## src/rtl/trig_cond_pkg.sv

```systemverilog
// Shared definitions for the trigger conditioner: FSM state encodings and
// default timing constants.
package trig_cond_pkg;

    typedef enum logic [1:0] {
        IDLE    = 2'b00,
        QUAL_HI = 2'b01,
        HIGH    = 2'b10,
        QUAL_LO = 2'b11
    } tc_state_e;

    localparam int DB_CYCLES_DEF = 4;
    localparam int LOCKOUT_DEF   = 6;

endpackage

```

## src/rtl/trig_conditioner_sync2.sv

```systemverilog
// Two-flop synchroniser for a single asynchronous bit, synchronous
// active-high reset clears both stages.
module sync2 (
    input  logic clk,
    input  logic rst,
    input  logic d,
    output logic q
);

    logic meta;

    // Shift the raw bit through two flops so only q is used downstream
    always_ff @(posedge clk) begin
        if (rst) begin
            meta <= 1'b0;
            q    <= 1'b0;
        end else begin
            meta <= d;
            q    <= meta;
        end
    end

endmodule

```

## src/rtl/trig_conditioner.sv

```systemverilog
// Trigger conditioner: synchronises raw_in, debounces it over DB_CYCLES
// consecutive samples and emits a one-cycle trig_out on each qualified rise.
// Optional feature macro: TRIG_LOCKOUT_EN adds a post-trigger lockout of
// LOCKOUT cycles during which qualified rises do not pulse trig_out.
//
// trig_out is a strobe with no back-pressure: a 1 means "one trigger, this
// cycle only"; the consumer must take it when it appears.
module trig_conditioner
    import trig_cond_pkg::*;
#(
    parameter int DB_CYCLES = DB_CYCLES_DEF,
    parameter int LOCKOUT   = LOCKOUT_DEF,
    parameter int GLITCH_W  = 8
) (
    input  logic                clk,
    input  logic                rst,
    input  logic                raw_in,
    output logic                trig_out,
    output logic                level_out,
    output logic [1:0]          state,
    output logic [GLITCH_W-1:0] glitch_cnt,
    output logic                busy
);

    localparam int            QW      = $clog2(DB_CYCLES + 1);
    localparam logic [QW-1:0] DB_LAST = QW'(DB_CYCLES - 1);
    localparam bit            DB_ONE  = (DB_CYCLES == 1);

    logic          sync_q;
    tc_state_e     state_q, state_d;
    logic [QW-1:0] q_cnt, q_d;
    logic          rise_d;
    logic          glitch_d;
    logic          trig_d;

    sync2 u_sync (
        .clk (clk),
        .rst (rst),
        .d   (raw_in),
        .q   (sync_q)
    );

    // State register plus the counters and the registered trigger strobe
    always_ff @(posedge clk) begin
        if (rst) begin
            state_q    <= IDLE;
            q_cnt      <= '0;
            trig_out   <= 1'b0;
            glitch_cnt <= '0;
        end else begin
            state_q  <= state_d;
            q_cnt    <= q_d;
            trig_out <= trig_d;
            if (glitch_d && (glitch_cnt != {GLITCH_W{1'b1}}))
                glitch_cnt <= glitch_cnt + GLITCH_W'(1);
        end
    end

    // Next-state logic: qualify each level change over DB_CYCLES samples
    always_comb begin
        state_d  = state_q;
        q_d      = q_cnt;
        rise_d   = 1'b0;
        glitch_d = 1'b0;
        case (state_q)
            IDLE: begin
                if (sync_q) begin
                    if (DB_ONE) begin
                        state_d = HIGH;
                        q_d     = '0;
                        rise_d  = 1'b1;
                    end else begin
                        state_d = QUAL_HI;
                        q_d     = QW'(1);
                    end
                end
            end
            QUAL_HI: begin
                if (!sync_q) begin
                    state_d  = IDLE;
                    q_d      = '0;
                    glitch_d = 1'b1;
                end else if (q_cnt == DB_LAST) begin
                    state_d = HIGH;
                    q_d     = '0;
                    rise_d  = 1'b1;
                end else begin
                    q_d = q_cnt + QW'(1);
                end
            end
            HIGH: begin
                if (!sync_q) begin
                    if (DB_ONE) begin
                        state_d = IDLE;
                        q_d     = '0;
                    end else begin
                        state_d = QUAL_LO;
                        q_d     = QW'(1);
                    end
                end
            end
            QUAL_LO: begin
                if (sync_q) begin
                    // Level bounced back before the fall qualified: no pulse
                    state_d  = HIGH;
                    q_d      = '0;
                    glitch_d = 1'b1;
                end else if (q_cnt == DB_LAST) begin
                    state_d = IDLE;
                    q_d     = '0;
                end else begin
                    q_d = q_cnt + QW'(1);
                end
            end
            default: begin
                state_d = IDLE;
                q_d     = '0;
            end
        endcase
    end

    // Output logic decoded from the registered state
    always_comb begin
        level_out = (state_q == HIGH) || (state_q == QUAL_LO);
        state     = state_q;
    end

`ifdef TRIG_LOCKOUT_EN
    localparam int LW = $clog2(LOCKOUT + 1);

    logic [LW-1:0] lock_cnt;

    // busy reflects the count before this edge's load, so a qualification
    // landing on the expiry edge (count already 0) still fires
    assign busy   = (lock_cnt != '0);
    assign trig_d = rise_d && !busy;

    // Lockout counter: reload on each emitted trigger, count down to zero
    always_ff @(posedge clk) begin
        if (rst)
            lock_cnt <= '0;
        else if (trig_d)
            lock_cnt <= LW'(LOCKOUT);
        else if (lock_cnt != '0)
            lock_cnt <= lock_cnt - LW'(1);
    end
`else
    // LOCKOUT only matters when lockout is built in; consume it here
    logic unused_lockout;

    assign unused_lockout = (LOCKOUT != 0);
    assign busy           = 1'b0;
    assign trig_d         = rise_d;
`endif

endmodule

```

## config.mk

```make
export PLATFORM = sky130hd
export DESIGN_NAME = trig_conditioner
export DESIGN_NICKNAME = d
export VERILOG_FILES = /design/src/rtl/trig_cond_pkg.sv /design/src/rtl/trig_conditioner_sync2.sv /design/src/rtl/trig_conditioner.sv
export SDC_FILE = /design/constraint.sdc
export NUM_CORES = 1
export LEC_CHECK = 0
export BUFFER_PORTS_ARGS = -buffer_cell sky130_fd_sc_hd__buf_2
export CAP_MARGIN = 30
export CORE_UTILIZATION = 50
export CTS_CLUSTER_DIAMETER = 120
export DETAILED_ROUTE_END_ITERATION = 8
export GPL_TIMING_DRIVEN = 1
export HOLD_SLACK_MARGIN = 0.02
export PLACE_DENSITY = 0.78
export SYNTH_ARGS = -nofsm -noshare
export SYNTH_HDL_FRONTEND = slang
export SYNTH_SLANG_ARGS = --single-unit
export TNS_END_PERCENT = 20
```

## constraint.sdc

```tcl
create_clock -name clk -period 1.65 [get_ports clk]
set_input_delay 0.0825 -clock clk [delete_from_list [all_inputs] [get_ports clk]]
set_output_delay 0.0825 -clock clk [all_outputs]
set_load 0.02 [all_outputs]
```

==> results.toml, run 1 <==
[status]
result_of_the_run = "finished, final reports clean"

[grt]
grt_max_degree = 17
first_global_vias = 492
grt_first_pass_wirelength_mm = 2.15
grt-ovfl-total = 0
track_usage_pct = 20.9
antenna_found_initial = 0

[cells_and_area]
fillerInstances = 120
synthToLayoutAreaGrowth_pct = 20.3
fin_nets = 97
final_design_area_no_fill_um2 = 837
total_area_of_multi_input_combinational_cells_um2 = 367
antenna_cells_inserted = 0
postLayoutCoreUtil_pct = 64.3
register_area_um2 = 320
share_of_post_route_cells_with_drive_strength_above_1_pct = 25.3

[place]
finalWeightedCongestion = 0.739
dpl_worst_slack_ns = 0.162
port_buffers = 14
postPlaceCellArea_um2 = 774
dp_hpwl_um = 900

[clock_tree]
clkSlewWorstSetupHoldPaths_ns = 0.09
cts_post_setup_buffers_inserted = 0
ctsRootBufferMaster = "clkbuf_4"
cts_made_buffers = 3
clk_path_buf_depth = 2
tritoncts = "yes"
htreeDepth = 1
clock_latency_ns = 0.28
tritoncts_num_sinks = 16

[synth]
yosys.area.top_type_share_pct = 46.0
synth_top_cell_by_area = "dfxtp_1"
netlist_area_um2 = 696
netlist-cell-type-count = 25
synth_area_per_cell_um2 = 9.40
yosysWarningCount = 0
post_synth_inst_count = 74
seq_area_frac_synth_pct = 46.0
leading_post_synthesis_cells_by_cell_area = "dfxtp_1, xor2_1, o21ai_0"
ys_ff_latch = 16
synth_fp_nets = 79

[die]
initial_utilization_pct = 53.5
rows = 13
top_level_ports = 16
floorplan.die_area_um2 = 1540
core_area_um2 = 1300
die_w_um = 39.3
chipHeight_um = 39.3

[routing]
wire_per_inst_um = 12.5
finalWirelength_mm = 1.33
firstDrtPassIters = 4
vias = 570
route.detailed.drc = 0
vias_per_cell = 5.38
initialDrtViolationCount = 19
final_antenna_net_count = 0

[pwr]
power_density_nw_per_um2 = 811
cellInternalPower_uw = 537
static-leakage-power_nw = 0.360
switching_power_uw = 142
clock_power_share_pct = 37.1
power_frac_seq_pct = 58.3
peakVddDrop_uv = 384
sw_frac_of_total_pct = 20.9
combinationalPowerShare_pct = 4.6

[sta]
fin_skew_ns = 0.00557
setup-tns-final_ns = 0
grt_setup_unrepaired = "no"
finalSetupViolCount = 0
max_freq_mhz = 635
finalHoldViolations = 0
timing.final.ws_setup_ns = 0.0761
timing.final.max_slew_violations = 0
final_min_period_over_clock_period_pct = 95.4
post-route-min-period_ns = 1.57

[setup_path]
cp.required_ns = 1.85
regToRegSetupSlack_ns = 0.08
worstPathArrival_ns = 1.78
crit_path_cell_trace = "xnor2_2, o2111ai_4, or3_1, a21oi_1"
cpMaxStageDelayCell = "or3_1"
critical_path.reg2reg.startpoint = "u_sync.q"
worst-path-buf-inv = 0
worst_setup_path_end_kind = "register"
crit_path_max_fanout = 5
critical-path-max-stage-delay_ns = 0.40
crit_type = "register to register"
startpoint = "u_sync.q"
cp_top_family = "simple AND/OR/NAND/NOR gates"
critical_path_startpoint_category = "register"

[hold_path]
hold_start = "rst"
hold_class = "input port to register"

[run]
max_cap_violations = 0
==> power groups by stage <==
| stage | Clock (mW) | Combinational [mW] | Sequential, mW |
|---|---|---|---|
| CTS | 0.260 | 0.0303 | 0.396 |
| floorplan | 0 | 0.0193 | 0.406 |
| global placement | 0 | 0.0278 | 0.405 |
| detailed placement | 0 | 0.0283 | 0.405 |
| global route | 0.274 | 0.0342 | 0.397 |
| finish | 0.252 | 0.0309 | 0.396 |
==> worst register-to-register path: cells and delay by family, from the launching register on <==
| family | cells | cell delay (ns) |
|---|---|---|
| AOI/OAI and AO/OA | 2 | 0.39 |
| xor gates and xnor gates | 1 | 0.33 |
| and+or+nand+nor | 1 | 0.40 |
| DFF | 1 | 0.38 |
==> cell usage after synthesis, drive strengths merged <==
master,number
dfxtp,16
nor2,7
o21ai,6
a21oi,5
nand2,5
xor2,5
nand4,3
nor2b,3
or3,3
and3,2
clkbuf,2
ha,2
nand3,2
nand3b,2
o2111ai,2
and3b,1
buf,1
conb,1
dlygate4sd3,1
mux2i,1
nand4b,1
nor4b,1
o211ai,1
xnor2,1
==> state kept, by name (all words and copies together) (netlist names), named ones only <==
name         count
u_sync.q         1
trig_out         1
glitch_cnt       8
u_sync.meta      1
q_cnt            3
state            1
==> placed cells by master (no fill, tap or decap) <==
| master | n |
|---|---|
| buf_2 | 14 |
| o2111ai_1 | 1 |
| and3_1 | 2 |
| conb_1 | 1 |
| nand4_1 | 3 |
| nand3b_1 | 2 |
| xor2_1 | 5 |
| nand4b_1 | 1 |
| dlygate4sd3_1 | 1 |
| dfxtp_1 | 16 |
| nor2_1 | 7 |
| xnor2_2 | 1 |
| mux2i_1 | 1 |
| ha_1 | 2 |
| and3b_1 | 1 |
| or3_1 | 3 |
| a21oi_1 | 5 |
| clkbuf_4 | 3 |
| clkbuf_8 | 1 |
| buf_4 | 2 |
| nor4b_1 | 1 |
| o211ai_1 | 1 |
| nand3_2 | 1 |
| o2111ai_4 | 1 |
| nor2b_1 | 3 |
| nand2_1 | 5 |
| o21ai_0 | 6 |
| nand3_1 | 1 |
==> metal layers <==
metal,wire length (µm),up-vias,track usage (%)
li1,-,293,-
met1,638,259,27.6
met2,602,16,31.3
met3,71,2,5.11
met4,16,0,10.3
met5,0,-,0
==> per-stage QoR <==
stage | power (mW) | hold WS, ns | instances
6_report | 0.679 | 0.147 | 106
5_1_grt | 0.705 | 0.154 | 106
4_1_cts | 0.686 | 0.142 | 106
3_5_place_dp | 0.433 | 0.306 | 101
3_3_place_gp | 0.433 | 0.301 | 101
2_1_floorplan | 0.425 | 0.152 | 74
==> repair_timing <==
item / 4_1_cts / 5_1_grt
setup endpoints to repair: 0 / 1
gates resized for setup: 0 / 2
hold endpoints to repair: 1 / 0
hold buffers: 1 / 0
==> cells by family after synthesis <==
logic type               share of synthesized area, %
flip-flops                                       46.0
multiplexers                                     1.44
other                                           0.539
buffers and inverters                            3.60
adder cells (fa/ha/maj)                          3.60
AO/OA/AOI/OAI                                    12.4
AND/OR/NAND/NOR                                  23.7
XOR/XNOR                                         8.63
==> path summary, 6_finish.rpt <==
kind / end / cells past startpoint
hold / removal: q_cnt[0] / 2
setup reg to reg: glitch_cnt[7] / 4
setup / recovery: glitch_cnt[7] / 4
hold reg to reg: u_sync.q / 1
==> final cells by class <==
type | count | area share [%]
Multi-Input combinational cell | 54 | 43.8
Clock buffer | 4 | 4.33
Sequential cell | 16 | 38.3
Timing Repair Buffer | 17 | 11.4
Tap cell | 15 | 2.24
No activity file was read; power rests on OpenSTA's default activity.
==> run 2, diff against run 1 <==
--- a/config.mk
+++ b/config.mk
@@ -5,14 +5,15 @@
 export SDC_FILE = /design/constraint.sdc
 export NUM_CORES = 1
 export LEC_CHECK = 0
+export ABC_AREA = 1
 export BUFFER_PORTS_ARGS = -buffer_cell sky130_fd_sc_hd__buf_2
 export CAP_MARGIN = 30
-export CORE_UTILIZATION = 50
+export CORE_UTILIZATION = 52
 export CTS_CLUSTER_DIAMETER = 120
 export DETAILED_ROUTE_END_ITERATION = 8
 export GPL_TIMING_DRIVEN = 1
 export HOLD_SLACK_MARGIN = 0.02
-export PLACE_DENSITY = 0.78
+export PLACE_DENSITY = 0.79
 export SYNTH_ARGS = -nofsm -noshare
 export SYNTH_HDL_FRONTEND = slang
 export SYNTH_SLANG_ARGS = --single-unit
==> run 2 against run 1 <==
Non-clock buffer count shrank 1. Hold slack lost 0.037 ns. Setup slack improved by 0.21 ns. Maximum frequency up 16%. Sequential share of layout area down 4.0 points. Area after synthesis is 18% higher. Die area rose by 12%. Clock skew fell by 0.00059 ns. Largest cell class unchanged. Highest routed layer unchanged.
==> results.toml, run 2 <==
[grt]
grt_first_pass_wirelength_mm = 2.71
grt_max_degree = 13
first_global_vias = 665
track_usage_pct = 20.5
grt-ovfl-total = 0
antenna_found_initial = 0

[cells_and_area]
finish.cell_count_without_fillers = 145
final_common_cell = "nand2_1"
registers.top_by_ff_count = "glitch_cnt"
max_ffs_per_register = 8
final_design_area_no_fill_um2 = 935
final_cell_mix = "nand2_1, nor2_1, dfxtp_1"
largest_registers = "glitch_cnt: 8 flops, q_cnt: 3 flops"
postLayoutCoreUtil_pct = 67.6
fin_nets = 136
synthToLayoutAreaGrowth_pct = 14.2
antenna_cells_inserted = 0
share_of_post_route_cells_with_drive_strength_above_1_pct = 23.8

[pwr]
final_total_power_uw = 728
power_density_nw_per_um2 = 778
cellInternalPower_uw = 554
combinationalPowerShare_pct = 9.8
clock_power_share_pct = 34.6
switching_power_uw = 174
sw_frac_of_total_pct = 23.8
static-leakage-power_nw = 0.445
peakVddDrop_uv = 622
power_frac_seq_pct = 55.6

[setup_path]
critical_path_startpoint_category = "register"
critical_path.reg2reg.startpoint = "glitch_cnt[0]"
crit_path_cell_trace = "ha_1, nand2_2, nor2_4, nand2_4, nand2_4, inv_4, nor2_1, nor2_1"
critical-path-max-stage-delay_ns = 0.43
crit_type = "register to register"
cp.required_ns = 1.82
worst_setup_path_end_kind = "register"
worstPathArrival_ns = 1.53
startpoint = "glitch_cnt[0]"
cpMaxStageDelayCell = "dfxtp_1"
crit_path_max_fanout = 6

[clock_tree]
htreeDepth = 1
tritoncts_num_sinks = 16
clkSlewWorstSetupHoldPaths_ns = 0.09
cts_made_buffers = 3
cts_post_setup_buffers_inserted = 0
post_cts.resized_instances = 0
tritoncts = "yes"
clock_latency_ns = 0.28
ctsRootBufferMaster = "clkbuf_4"
clk_path_buf_depth = 2
post_cts_hold_buffer_count = 1

[synth]
synth_area_per_cell_um2 = 7.18
synth_enable_flop_cells = 0
yosysWarningCount = 0
synth.cells.most_frequent = "nand2_1, nor2_1, dfxtp_1"
yosysMostFrequentCell = "nand2_1"
seq_area_frac_synth_pct = 39.1
ys_ff_latch = 16
post_synth_inst_count = 114
leading_post_synthesis_cells_by_cell_area = "dfxtp_1, nand2_1, nor2_1"
synth_flop_cell = "dfxtp_1"
netlist-cell-type-count = 24
yosys.area.top_type_share_pct = 39.1
netlist_area_um2 = 818
synth_top_cell_by_area = "dfxtp_1"
synth_fp_nets = 119
ys_async_sr_fraction_pct = 0

[routing]
vias = 756
route.detailed.drc = 0
wire_per_inst_um = 10.9
final_antenna_net_count = 0
firstDrtPassIters = 4
initialDrtViolationCount = 31
vias_per_cell = 5.21
finalWirelength_mm = 1.58

[sta]
max_freq_mhz = 736
finalSetupViolCount = 0
finalHoldViolations = 0
grt_setup_unrepaired = "no"
timing.final.max_slew_violations = 0
timing.final.ws_setup_ns = 0.291
final_min_period_over_clock_period_pct = 82.4
fin_skew_ns = 0.00498
setup-tns-final_ns = 0
post-route-min-period_ns = 1.36
holdWs_ns = 0.110

[die]
top_level_ports = 16
rows = 13
core_area_um2 = 1380
die_w_um = 41.7
floorplan.die_area_um2 = 1740
chipHeight_um = 41.7
initial_utilization_pct = 59.2

[place]
port_buffers = 14
dp_hpwl_mm = 1.13
placed_cells_incl_taps = 140
dpl_worst_slack_ns = 0.336
postPlaceCellArea_um2 = 888
finalWeightedCongestion = 0.779

[status]
result_of_the_run = "finished, final reports clean"

[run]
max_cap_violations = 0

[hold_path]
hold_start = "rst"
hold_class = "input port to register"
## run 2: cell count changes after synthesis, sizes merged, moves of 3 or more
cell,before,now
nand2,5,31
inv,0,14
nor2,7,20
nand3,2,9
o21ai,6,2
nor2b,3,0
or3,3,0
## run 2: worst paths after layout
check / end / slack [ns] / depth (start not counted)
min: glitch_cnt[5] / 0.11 / 2
min reg2reg: u_sync.q / 0.41 / 2
max reg2reg: glitch_cnt[1] / 0.29 / 8
max: glitch_cnt[1] / 0.29 / 8
## run 2: power groups by stage
| stage | clock, mW | combinational (mW) | sequential, mW |
|---|---|---|---|
| 6_report | 0.251 | 0.0717 | 0.404 |
| 5_1_grt | 0.278 | 0.0801 | 0.405 |
| 4_1_cts | 0.260 | 0.0711 | 0.404 |
| 3_5_place_dp | 0 | 0.0676 | 0.413 |
| 3_3_place_gp | 0 | 0.0650 | 0.412 |
| 2_1_floorplan | 0 | 0.0476 | 0.418 |
## run 2: layer usage
metal | GRT usage [%] | part of all wire (%) | up-vias
met5 | 0 | 0 | -
li1 | - | - | 388
met2 | 33.4 | 45 | 27
met3 | 5.65 | 6.2 | 4
met4 | 8.39 | 1.6 | 0
met1 | 25.4 | 47 | 337
## run 2: cell families after synthesis
kind of cell / after synthesis / synth area share [%]
other: 1 / 0.458
buffers and inverters: 18 / 9.94
AO/OA/AOI/OAI: 9 / 6.27
XOR/XNOR: 3 / 3.21
AND/OR/NAND/NOR: 65 / 37.9
flip-flops: 16 / 39.1
adder cells (fa/ha/maj): 2 / 3.06
## run 2: area by class of cell
type | count | area [µm²]
Clock buffer | 4 | 36.3
Fill cell | 128 | 448
Sequential cell | 16 | 320
Multi-Input combinational cell | 80 | 417
Timing Repair Buffer | 16 | 87.6
Inverter | 14 | 55.1
Tap cell | 15 | 18.8
## run 2: worst max-delay path: cells and delay by family (launching register included)
family | cells | cell delay [ns]
adders and majority gates | 1 | 0.23
buffers and inverters | 1 | 0.05
DFF | 1 | 0.43
and+or+nand+nor | 6 | 0.55
==> run 3, diff against run 2 <==
--- a/config.mk
+++ b/config.mk
@@ -5,15 +5,15 @@
 export SDC_FILE = /design/constraint.sdc
 export NUM_CORES = 1
 export LEC_CHECK = 0
-export ABC_AREA = 1
+export ABC_AREA = 0
 export BUFFER_PORTS_ARGS = -buffer_cell sky130_fd_sc_hd__buf_2
 export CAP_MARGIN = 30
-export CORE_UTILIZATION = 52
+export CORE_UTILIZATION = 45
 export CTS_CLUSTER_DIAMETER = 120
 export DETAILED_ROUTE_END_ITERATION = 8
 export GPL_TIMING_DRIVEN = 1
 export HOLD_SLACK_MARGIN = 0.02
-export PLACE_DENSITY = 0.79
+export PLACE_DENSITY = 0.74
 export SYNTH_ARGS = -nofsm -noshare
 export SYNTH_HDL_FRONTEND = slang
 export SYNTH_SLANG_ARGS = --single-unit
==> constraint.sdc (replaced) <==
create_clock -name clk -period 1.2 [get_ports clk]
set_input_delay 0.06 -clock clk [delete_from_list [all_inputs] [get_ports clk]]
set_output_delay 0.06 -clock clk [all_outputs]
set_load 0.02 [all_outputs]
==> run 3 against run 2 <==
The run now ends with negative setup slack left. Setup slack worse by 0.42 ns. Highest routed layer unchanged. Clock power up 18%. Clock-buffer cell count down 1. Critical path type unchanged. Largest cell class unchanged.
==> results.toml, run 3 (synthesized netlist as in run 1, its figures left out) <==
[status]
result_of_the_run = "finished, violations left"
failed_checks = "negative setup slack"

[cells_and_area]
synthToLayoutAreaGrowth_pct = 37.1
registers.top_by_ff_count = "glitch_cnt"
fin_nets = 109
final_cell_mix = "buf_2, buf_4, nor2_1, dfxtp_2, dfxtp_1"
largest_registers = "glitch_cnt: 8 flops, q_cnt: 3 flops"
antenna_cells_inserted = 0
share_of_post_route_cells_with_drive_strength_above_1_pct = 45.6
max_ffs_per_register = 8

[sta]
post-route-min-period_ns = 1.33
timing.final.ws_setup_ns = -0.130
timing.final.max_slew_violations = 0
final_min_period_over_clock_period_pct = 111
grt_setup_unrepaired = "yes"
fin_skew_ns = 0.00294
finalHoldViolations = 0
max_freq_mhz = 752
finalSetupViolCount = 7

[place]
dpl_worst_slack_ns = -0.114
port_buffers = 14
finalWeightedCongestion = 0.769
dp_hpwl_um = 991

[grt]
grt_first_pass_wirelength_mm = 2.17
global_route.usage.met3_pct = 9.57
track_usage_pct = 21.3
met2_usage_pct = 37.1
first_global_vias = 526
grt_max_degree = 17
grtUsageMet1_pct = 20.7
gr-max-usage-layer = "met2"
grt-ovfl-total = 0
antenna_found_initial = 0

[setup_path]
worstPathArrival_ns = 1.56
crit_path_max_fanout = 3
critical_path_startpoint_category = "register"
worst_setup_path_end_kind = "register"
cp.required_ns = 1.43
crit_type = "register to register"

[pwr]
power_density_nw_per_um2 = 930
peakVddDrop_uv = 869
final_total_power_uw = 886
static-leakage-power_nw = 0.416

[clock_tree]
ctsRootBufferMaster = "clkbuf_4"
clock_latency_ns = 0.29
cts_made_buffers = 3
cts_post_setup_buffers_inserted = 0
clk_path_buf_depth = 2
clkSlewWorstSetupHoldPaths_ns = 0.09
tritoncts = "yes"
htreeDepth = 1
tritoncts_num_sinks = 16

[die]
chipHeight_um = 41.3
initial_utilization_pct = 50.9
top_level_ports = 16
rows = 13
die_w_um = 41.3
core_area_um2 = 1370
floorplan.die_area_um2 = 1710

[run]
max_cap_violations = 0

[routing]
firstDrtPassIters = 4
vias = 624
vias_per_cell = 5.29
final_antenna_net_count = 0
route.detailed.drc = 0
wire_per_inst_um = 12.0
finalWirelength_mm = 1.41
initialDrtViolationCount = 16

[hold_path]
hold_class = "input port to register"
-- run 3: path summary, 6_finish.rpt --
path	startpoint	end	slack [ns]	cells after the start
max	glitch_cnt[0]	glitch_cnt[6]	-0.13	5
min	rst	glitch_cnt[3]	0.11	2
max reg2reg	glitch_cnt[0]	glitch_cnt[6]	-0.13	5
min reg2reg	u_sync.meta	u_sync.q	0.46	1
-- run 3: metrics by stage --
step	std cells	hold WS, ns	util [%]	area (µm²)	setup TNS [ns]
2_1_floorplan	74	0.122	-	729	-0.551
3_3_place_gp	113	0.274	65.7	897	-0.318
3_5_place_dp	113	0.281	65.7	897	-0.499
4_1_cts	118	0.107	68.8	940	-0.533
5_1_grt	118	0.131	69.8	953	-1.20
6_report	118	0.111	69.8	953	-0.548
-- run 3: metal layers --
| metal | vias to the layer above | wire, µm |
|---|---|---|
| li1 | 315 | - |
| met1 | 287 | 609 |
| met2 | 18 | 689 |
| met3 | 4 | 84 |
| met4 | 0 | 31 |
| met5 | - | 0 |
-- run 3: repair_timing --
item	4_1_cts	5_1_grt
setup endpoints to repair	9	12
hold buffers	1	0
gates resized for setup	3	3
endpoints found under the hold margin	1	0
pin swaps	6	0
-- run 3: layout make-up --
cell class	instances	area (µm²)
well taps	15	18.8
flip-flops and latches	16	337
fillers	108	413
repair buffers	29	185
clock buffers	3	22.5
clock inverters	1	3.75
multi-input cells	54	387
-- run 3: critical path, stage by stage, from the launching register on --
cell and delay, ns:
dfxtp_4 0.37, ha_4 0.14, and3_1 0.15, nand4_1 0.11
or3_1 0.35, a21oi_2 0.15
-- run 3: power breakdown --
group / switching, mW / internal, mW / total (mW)
registers: 0.00560 / 0.534 / 0.540
logic: 0.0282 / 0.0218 / 0.0501
clock network: 0.175 / 0.121 / 0.297
total: 0.209 / 0.677 / 0.886
